==> src/rtl/uart_pkg.sv <==
// uart_pkg: shared UART constants and the transmit-feed FSM state type.
package uart_pkg;
  localparam int UART_DATA_W = 8;
  typedef enum logic [1:0] {IDLE, GAP, WAIT} tx_state_e;
endpackage

==> src/rtl/uart_loop_fifo_if.sv <==
// uart_loop_fifo_if: receiver/transmitter handshake and FIFO status bundle.
interface uart_loop_fifo_if #(
  parameter int DATA_W     = uart_pkg::UART_DATA_W,
  parameter int DEPTH_LOG2 = 4
);
  logic              rx_new_data;
  logic [DATA_W-1:0] rx_data;
  logic              rx_read;
  logic              tx_busy;
  logic              tx_load;
  logic [DATA_W-1:0] tx_data;
  logic [DEPTH_LOG2:0] count;
  logic              empty;
  logic              full;
  logic              overflow;
  modport master (
    output rx_new_data, rx_data, tx_busy,
    input  rx_read, tx_load, tx_data, count, empty, full, overflow
  );
  modport slave (
    input  rx_new_data, rx_data, tx_busy,
    output rx_read, tx_load, tx_data, count, empty, full, overflow
  );
endinterface

==> src/rtl/uart_loop_fifo_sync_fifo_mem.sv <==
// sync_fifo_mem: circular byte store with registered count/empty/full; pointers wrap modulo depth.
module sync_fifo_mem #(
  parameter int DATA_W     = 8,
  parameter int DEPTH_LOG2 = 4
) (
  input  logic                  clk,
  input  logic                  rst,
  input  logic                  push,
  input  logic                  pop,
  input  logic [DATA_W-1:0]     wdata,
  output logic [DATA_W-1:0]     rdata,
  output logic [DEPTH_LOG2:0]   count,
  output logic                  empty,
  output logic                  full
);
  localparam int DEPTH = 1 << DEPTH_LOG2;
  logic [DATA_W-1:0] mem_q [DEPTH];
  logic [DEPTH_LOG2-1:0] wr_ptr_q, wr_ptr_d, rd_ptr_q, rd_ptr_d;
  logic [DEPTH_LOG2:0] count_q, count_d;
  logic empty_q, empty_d, full_q, full_d;
  always_comb begin
    wr_ptr_d = wr_ptr_q + DEPTH_LOG2'(push);
    rd_ptr_d = rd_ptr_q + DEPTH_LOG2'(pop);
    count_d  = count_q + (DEPTH_LOG2+1)'(push) - (DEPTH_LOG2+1)'(pop);
    empty_d  = count_d == '0;
    full_d   = count_d == (DEPTH_LOG2+1)'(DEPTH);
  end
  always_ff @(posedge clk) begin
    if (rst) begin
      wr_ptr_q <= '0;
      rd_ptr_q <= '0;
      count_q  <= '0;
      empty_q  <= 1'b1;
      full_q   <= 1'b0;
    end else begin
      wr_ptr_q <= wr_ptr_d;
      rd_ptr_q <= rd_ptr_d;
      count_q  <= count_d;
      empty_q  <= empty_d;
      full_q   <= full_d;
    end
  end
  always_ff @(posedge clk) begin
    if (push) mem_q[wr_ptr_q] <= wdata;
  end
  assign rdata = mem_q[rd_ptr_q];
  assign count = count_q;
  assign empty = empty_q;
  assign full  = full_q;
endmodule

==> src/rtl/uart_loop_fifo.sv <==
// uart_loop_fifo: buffers received bytes and feeds them to the transmitter one at a time.
// Define UART_FIFO_DROP_EN to drop bytes when full (sticky overflow) instead of backpressuring.
module uart_loop_fifo import uart_pkg::*; #(
  parameter int DATA_W     = UART_DATA_W,
  parameter int DEPTH_LOG2 = 4
) (
  input logic clk,
  input logic rst,
  uart_loop_fifo_if.slave bus
);
  tx_state_e state_q, state_d;
  logic read_q, read_d, take, push, pop, overflow_q, overflow_d;
  logic [DATA_W-1:0] rdata, tx_data_q, tx_data_d;
  sync_fifo_mem #(.DATA_W(DATA_W), .DEPTH_LOG2(DEPTH_LOG2)) u_mem (
    .clk(clk), .rst(rst), .push(push), .pop(pop), .wdata(bus.rx_data), .rdata(rdata),
    .count(bus.count), .empty(bus.empty), .full(bus.full)
  );
  // A pop in the same cycle frees a slot, so a full FIFO can still accept a push.
  always_comb begin
    pop       = !rst && state_q == IDLE && !bus.empty && !bus.tx_busy;
    take      = !rst && bus.rx_new_data && !read_q;
    push      = take && (!bus.full || pop);
    tx_data_d = pop ? rdata : tx_data_q;
    state_d   = state_q == IDLE ? (pop ? GAP : IDLE) :
                state_q == GAP  ? WAIT : (bus.tx_busy ? WAIT : IDLE);
`ifdef UART_FIFO_DROP_EN
    read_d     = take;
    overflow_d = overflow_q || (take && !push);
`else
    read_d     = push;
    overflow_d = 1'b0;
`endif
  end
  always_ff @(posedge clk) begin
    if (rst) begin
      state_q    <= IDLE;
      read_q     <= 1'b0;
      tx_data_q  <= '0;
      overflow_q <= 1'b0;
    end else begin
      state_q    <= state_d;
      read_q     <= read_d;
      tx_data_q  <= tx_data_d;
      overflow_q <= overflow_d;
    end
  end
  assign bus.rx_read  = read_d;
  assign bus.tx_load  = pop;
  assign bus.tx_data  = tx_data_d;
  assign bus.overflow = overflow_q;
endmodule

==> src/flat_wrapper.sv <==
// flat-port wrapper written by rule: the top's interface ports become plain ports
module uart_loop_fifo_flat import uart_pkg::*;
#(
  parameter int DATA_W     = UART_DATA_W,
  parameter int DEPTH_LOG2 = 4
)
  (clk, rst, bus_rx_new_data, bus_rx_data, bus_tx_busy, bus_rx_read, bus_tx_load, bus_tx_data, bus_count, bus_empty, bus_full, bus_overflow);
  uart_loop_fifo_if #(.DATA_W(DATA_W), .DEPTH_LOG2(DEPTH_LOG2)) bus_i ();
  input logic clk;
  input logic rst;
  input wire logic [$bits(bus_i.rx_new_data)-1:0] bus_rx_new_data;
  input wire logic [$bits(bus_i.rx_data)-1:0] bus_rx_data;
  input wire logic [$bits(bus_i.tx_busy)-1:0] bus_tx_busy;
  output wire logic [$bits(bus_i.rx_read)-1:0] bus_rx_read;
  output wire logic [$bits(bus_i.tx_load)-1:0] bus_tx_load;
  output wire logic [$bits(bus_i.tx_data)-1:0] bus_tx_data;
  output wire logic [$bits(bus_i.count)-1:0] bus_count;
  output wire logic [$bits(bus_i.empty)-1:0] bus_empty;
  output wire logic [$bits(bus_i.full)-1:0] bus_full;
  output wire logic [$bits(bus_i.overflow)-1:0] bus_overflow;
  assign bus_i.rx_new_data = bus_rx_new_data;
  assign bus_i.rx_data = bus_rx_data;
  assign bus_i.tx_busy = bus_tx_busy;
  assign bus_rx_read = bus_i.rx_read;
  assign bus_tx_load = bus_i.tx_load;
  assign bus_tx_data = bus_i.tx_data;
  assign bus_count = bus_i.count;
  assign bus_empty = bus_i.empty;
  assign bus_full = bus_i.full;
  assign bus_overflow = bus_i.overflow;
  uart_loop_fifo #(.DATA_W(DATA_W), .DEPTH_LOG2(DEPTH_LOG2)) u_core (.clk(clk), .rst(rst), .bus(bus_i));
endmodule
==> config.mk <==
export PLATFORM = sky130hd
export DESIGN_NAME = uart_loop_fifo_flat
export DESIGN_NICKNAME = d
export VERILOG_FILES = /design/src/rtl/uart_pkg.sv /design/src/rtl/uart_loop_fifo_if.sv /design/src/rtl/uart_loop_fifo_sync_fifo_mem.sv /design/src/rtl/uart_loop_fifo.sv /design/src/flat_wrapper.sv
export SDC_FILE = /design/constraint.sdc
export NUM_CORES = 1
export LEC_CHECK = 0
export CORE_MARGIN = 2
export CORE_UTILIZATION = 59
export CTS_CLUSTER_SIZE = 10
export DETAILED_ROUTE_END_ITERATION = 7
export PLACE_DENSITY = 0.78
export SYNTH_ARGS = -nofsm -noshare
export SYNTH_HDL_FRONTEND = slang
export SYNTH_SLANG_ARGS = --single-unit
==> constraint.sdc <==
create_clock -name clk -period 4.55 [get_ports clk]
set_input_delay 0.91 -clock clk [delete_from_list [all_inputs] [get_ports clk]]
set_output_delay 0.91 -clock clk [all_outputs]
set_load 0.1 [all_outputs]
==> impl_metrics.tcl, run 1 <==
set metrics [dict create \
    cts_inserted_buffers 17 \
    dr.pass1.iters 5 \
    drt_iter0_drc 307 \
    core_area_um2 10200 \
    synth_area_leader_cell "edfxtp_1" \
    relSlewSlack_pct 35.0 \
    hp-class "flop to flop" \
    grt_pass1_vias 3279 \
    synth_top_area_share_pct 62.7 \
    finalNonFillerCells 550 \
    wl_um 11900 \
    dp_hpwl_um 7500 \
    initial_core_util_pct 60.2 \
    synth_edf_count 128 \
    slew_violations 0 \
    htree_levels 4 \
    worst_pin_slew_ns 0.972 \
    yosysUniqueCellTypes 40 \
    tritoncts "built" \
    ctsHoldBuffers 0 \
    drive_gt1_share_pct 22.7 \
    p_sw_mw 1.22 \
    outcome "complete, no violations" \
    crit_fanout 24 \
    met3_usage_pct 6.44 \
    die_w_um 106 \
    hold_end "u_core.read_q" \
    internal-power_mw 2.59 \
    nets 423 \
    vias 3281 \
    grt_use_met1_pct 31.6 \
    grt_pass1_wl_um 18600 \
    ys_seq_area_share_pct 71.2 \
    p_sw_share_pct 32.0 \
    rsz0062_at_grt "false" \
    antenna_found_initial 0 \
    rows 37 \
    fmax_mhz 253 \
    finalCritPeriodShare_pct 86.9 \
    endpoint_kind "output port" \
    use_met2_pct 35.9 \
    crit_required_ns 3.64 \
    worst_setup_path_start_kind "input port" \
    async_flop_share_pct 0 \
    cts_resized 0 \
    hold_viol 0 \
    die_h_um 106 \
    power_mw 3.81 \
    cellPowerDensity_nw_per_um2 526 \
    clock_power_share_pct 32.6 \
    synthCells 358 \
    ff2ff_setup_slack_ns 1.49 \
    busiest_layer "met2" \
    antenna_cells 0 \
    r2r-end "u_core.u_mem.full" \
    yosys-top-cells-area "edfxtp_1, dfxtp_1, mux4_2" \
    synthFlopType "edfxtp_1" \
    finalClockSkew_ns 0.00992 \
    gp_congestion 0.791 \
    fp.dieArea_um2 11200 \
    path_class "input port to output port" \
    min_path_cells 1 \
    io_pins 30 \
    cellLeakagePower_nw 2.40 \
    ctsLongestPathBuffers 2 \
    grt_max_degree 43 \
    p_comb_share_pct 25.1 \
    seqPwrFrac_pct 42.3 \
    synth_nets 380 \
    yosys_warnings 0 \
    critPathArrivalTime_ns 3.04 \
    gr-total-overflow 0 \
    clk_latency_ns 0.52 \
    cts_sinks 154 \
    vdd.ir_drop.worst_v 0.000308 \
    rr_startpoint "u_core.state_q[1]" \
    ys_seq_elements 154 \
    ant_nets 0 \
    reg2reg_depth 11 \
    setup_viol 0 \
    cap_violations 0 \
    areaGrowthSynthToFinish_pct 18.3 \
    synthesis.area_um2 6130 \
    post_cts_buffers 0 \
    synth_area_per_cell_um2 17.1 \
    portBuffers 28 \
    dp_cells 518 \
    post_drt_via_cell_ratio 5.97 \
    cts-root-buf "clkbuf_8" \
    wl_per_cell_um 21.6 \
    track_usage_pct 23.2 \
    drc_errors 0 \
    min_from "u_core.read_q" \
    path_clk_slew_ns 0.06 \
    final.setup.tns_ns 0 \
    period_minus_slack_ns 3.95 \
]
## stage by stage
stage                     cell area, µm²  hold slack [ns]  setup WS, ns  util, %
after floorplan                     6130            0.462        0.0290        -
after global placement              6730            0.473         0.608     66.1
after detailed placement            6730            0.492         0.518     66.1
after CTS                           7260            0.501         0.580     71.2
after global routing                7260            0.518         0.470     71.2
final                               7260            0.495         0.596     71.2
## worst max-delay path by stage
stage	startpoint	end	slack, ns	cells after the start
after detailed placement	bus_tx_busy	u_core.u_mem.empty	0.52	12
after global routing	bus_tx_busy	bus_tx_data[2]	0.47	7
after floorplan	bus_tx_busy	u_core.u_mem.empty	0.03	11
after CTS	bus_tx_busy	bus_tx_data[0]	0.58	7
after global placement	bus_tx_busy	u_core.u_mem.empty	0.61	12
final	bus_tx_busy	bus_tx_data[0]	0.60	7
## critical path, stage by stage
cell             delay (ns)
clkdlybuf4s50_1        0.42
or4_4                  0.53
nor2_1                 0.30
buf_4                  0.32
nor2_1                 0.08
a21oi_1                0.25
buf_12                 0.22
## sequential cells by signal, indices dropped and copies added (netlist names)
register / flops
u_core.read_q: 1
u_core.state_q: 2
u_core.tx_data_q: 8
u_core.u_mem.count: 5
u_core.u_mem.empty: 1
u_core.u_mem.full: 1
u_core.u_mem.mem_q: 128
u_core.u_mem.rd_ptr_q: 4
u_core.u_mem.wr_ptr_q: 4
## power by group through the flow
stage	Clock [mW]	Combinational (mW)	Sequential (mW)
after floorplan	0	0.518	1.82
after global placement	0	0.938	1.64
after detailed placement	0	0.955	1.65
after CTS	1.26	0.964	1.61
after global routing	1.32	1.02	1.62
final	1.24	0.958	1.61
## final cells by class
| type | count | area (µm²) |
|---|---|---|
| clock buffer | 18 | 418 |
| clock inverter | 14 | 110 |
| fill | 639 | 2930 |
| inverter | 9 | 33.8 |
| multi-input combinational | 174 | 1640 |
| sequential | 154 | 4370 |
| tap | 136 | 170 |
| timing repair buffer | 45 | 520 |
## Yosys cell counts (2+ instances only)
master / instances
a2bb2oi_1: 8
mux4_2: 23
mux2i_1: 19
mux2_2: 7
edfxtp_1: 128
buf_2: 3
ha_1: 9
buf_4: 4
inv_1: 8
a211oi_1: 7
nor2_1: 29
xnor2_1: 5
nand2_1: 2
buf_1: 3
xor2_1: 4
dfxtp_1: 26
clkbuf_1: 11
nand3_1: 4
nand2b_1: 2
a21oi_1: 17
a21o_1: 2
a22oi_1: 7
nor3_1: 4
nand3b_1: 2
nor2b_1: 9
## placed cells by master, fill, tap and decap left out, drive strengths merged, types with 8 or more instances in the layout
cell,netlist,final
clkdlybuf4s50,0,18
edfxtp,128,128
mux4,23,23
a2bb2oi,8,8
dfxtp,26,26
a21oi,17,17
inv,9,16
ha,9,9
buf,10,27
nor2,29,29
nor2b,9,9
mux2i,19,19
clkbuf,11,18
## cells by family (layout without fill, tap and decap cells)
group / after synthesis / in the layout / share of synthesized area (%)
buf+inv: 30 / 86 / 2.14
flops: 154 / 154 / 71.2
xor+xnor: 9 / 9 / 1.29
fa+ha+maj: 10 / 10 / 2.16
simple gates: 57 / 57 / 4.65
compound gates: 48 / 48 / 5.67
other cells: 1 / 1 / 0.0612
mux: 49 / 49 / 12.8
## metal layers
layer / share of wire, % / vias up / wire length [µm]
li1: - / 1485 / -
met1: 41 / 1642 / 4850
met2: 50 / 128 / 5910
met3: 6.8 / 26 / 809
met4: 2.8 / 0 / 328
met5: 0 / - / 0
Power figures use the tool's default switching activity.
==> run 2: changes to the inputs <==
--- a/config.mk
+++ b/config.mk
@@ -6,10 +6,11 @@
 export NUM_CORES = 1
 export LEC_CHECK = 0
 export CORE_MARGIN = 2
-export CORE_UTILIZATION = 59
+export CORE_UTILIZATION = 63
 export CTS_CLUSTER_SIZE = 10
 export DETAILED_ROUTE_END_ITERATION = 7
-export PLACE_DENSITY = 0.78
+export DONT_BUFFER_PORTS = 1
+export PLACE_DENSITY = 0.79
 export SYNTH_ARGS = -nofsm -noshare
 export SYNTH_HDL_FRONTEND = slang
 export SYNTH_SLANG_ARGS = --single-unit
==> impl_metrics.tcl, run 2 (synthesized netlist as in run 1, its figures left out) <==
set metrics [dict create \
    outcome "complete, no violations" \
    clk_latency_ns 0.53 \
    worst_pin_slew_ns 1.06 \
    portBuffers 0 \
    post_drt_via_cell_ratio 6.09 \
    cts_inserted_buffers 17 \
    ctsLongestPathBuffers 2 \
    gp_congestion 0.774 \
    fp.dieArea_um2 10500 \
    dr.pass1.iters 4 \
    wirelength_met1_um 4380 \
    cellPowerDensity_nw_per_um2 540 \
    dp_cells 488 \
    setup_viol 0 \
    fmax_mhz 249 \
    vias 3169 \
    finalNonFillerCells 520 \
    finalClockSkew_ns 0.00473 \
    cts_resized 0 \
    core_area_um2 9590 \
    routed.top_layer "met4" \
    crit_fanout 15 \
    power_mw 3.76 \
    initial_core_util_pct 63.9 \
    crit_required_ns 3.64 \
    drt_iter0_drc 202 \
    track_usage_pct 24.4 \
    dp_hpwl_um 7340 \
    gr-total-overflow 0 \
    slowest_delay_ns 0.57 \
    final_cell_mix "edfxtp_1, nor2_1, dfxtp_1" \
    path_clk_slew_ns 0.06 \
    dr_wl_met3_um 1010 \
    cap_violations 0 \
    cp_cell_sequence "buf_4 -> mux4_2 -> mux2_2 -> a22oi_1 -> a21oi_2 -> buf_4" \
    crit_path_frequent_cell "buf_4" \
    nets 396 \
    grt_pass1_vias 3227 \
    critPathArrivalTime_ns 3.11 \
    grt_pass1_wl_um 17800 \
    wl_um 11500 \
    die_h_um 103 \
    slew_violations 0 \
    relSlewSlack_pct 29.1 \
    period_minus_slack_ns 4.02 \
    endpoint_kind "output port" \
    final.setup.tns_ns 0 \
    placed_area_um2 6390 \
    hold_viol 0 \
    largest_reg_flops 128 \
    grt_max_degree 30 \
    cellLeakagePower_nw 2.25 \
    drc_errors 0 \
    final_area_um2 6960 \
    areaGrowthSynthToFinish_pct 13.4 \
    final_common_cell "edfxtp_1" \
    post_cts_buffers 0 \
    drive_gt1_share_pct 23.5 \
    wl_per_cell_um 22.2 \
    cts_sinks 154 \
    tritoncts "built" \
    finalCritPeriodShare_pct 88.3 \
    rows 36 \
    rsz0062_at_grt "false" \
    worst_setup_path_start_kind "flop" \
    antenna_cells 0 \
    path_class "flop to output port" \
    ctsHoldBuffers 0 \
    htree_levels 4 \
    die_w_um 103 \
    wl_met2_um 5750 \
    regMostFlops "u_core.u_mem.mem_q" \
    hp-class "input port to flop" \
    ant_nets 0 \
    vdd.ir_drop.worst_v 0.000295 \
    cts-root-buf "clkbuf_8" \
    io_pins 30 \
    antenna_found_initial 0 \
    crit_slowest_cell "dfxtp_2" \
]
run 2: changes by cell type in the layout (fill, tap and decap cells not counted), sizes merged:
cell / change
bufinv: +2
clkdlybuf4s50: -18
inv: -7
clkinvlp: +2
buf: -9
clkbuf: +3
run 2: cell type report:
| cell class | count | area (µm²) |
|---|---|---|
| multi-input combinational | 174 | 1670 |
| clock buffer | 21 | 439 |
| timing repair buffer | 18 | 155 |
| fill | 579 | 2640 |
| inverter | 9 | 33.8 |
| sequential | 154 | 4370 |
| clock inverter | 11 | 124 |
| tap | 133 | 166 |
run 2: critical path: cells and delay by family (launching register included):
kind | cells | cell delay, ns
muxes | 2 | 0.86
buffers and inverters | 2 | 0.64
DFF | 1 | 0.57
AOI/OAI and AO/OA | 2 | 0.50
run 2: final timing paths:
check,startpoint,to,slack [ns],cells after the start
setup / recovery,u_core.u_mem.rd_ptr_q[0],bus_tx_data[0],0.53,6
hold / removal,rst,u_core.u_mem.rd_ptr_q[0],0.44,1
hold reg to reg,u_core.read_q,u_core.read_q,0.50,1
setup reg to reg,u_core.u_mem.empty,u_core.u_mem.empty,0.88,11
run 2: metrics by stage:
stage / worst slack [ns] / utilization [%] / hold WS, ns
after floorplan: 0.0290 / - / 0.462
after global placement: 0.735 / 66.6 / 0.472
after detailed placement: 0.689 / 66.6 / 0.491
after CTS: 0.472 / 72.5 / 0.421
after global routing: 0.384 / 72.5 / 0.419
final: 0.534 / 72.5 / 0.437
run 2: routing by layer:
layer  vias up  GRT usage (%)
li1       1427              -
met1      1571           31.8
met2       145           38.5
met3        26           5.97
met4         0           12.6
met5         -              0
run 2: report_power, final:
group	leakage [nW]	internal, mW	switching [mW]
clock network	0.258	0.793	0.530
logic	0.632	0.234	0.393
registers	1.37	1.58	0.228
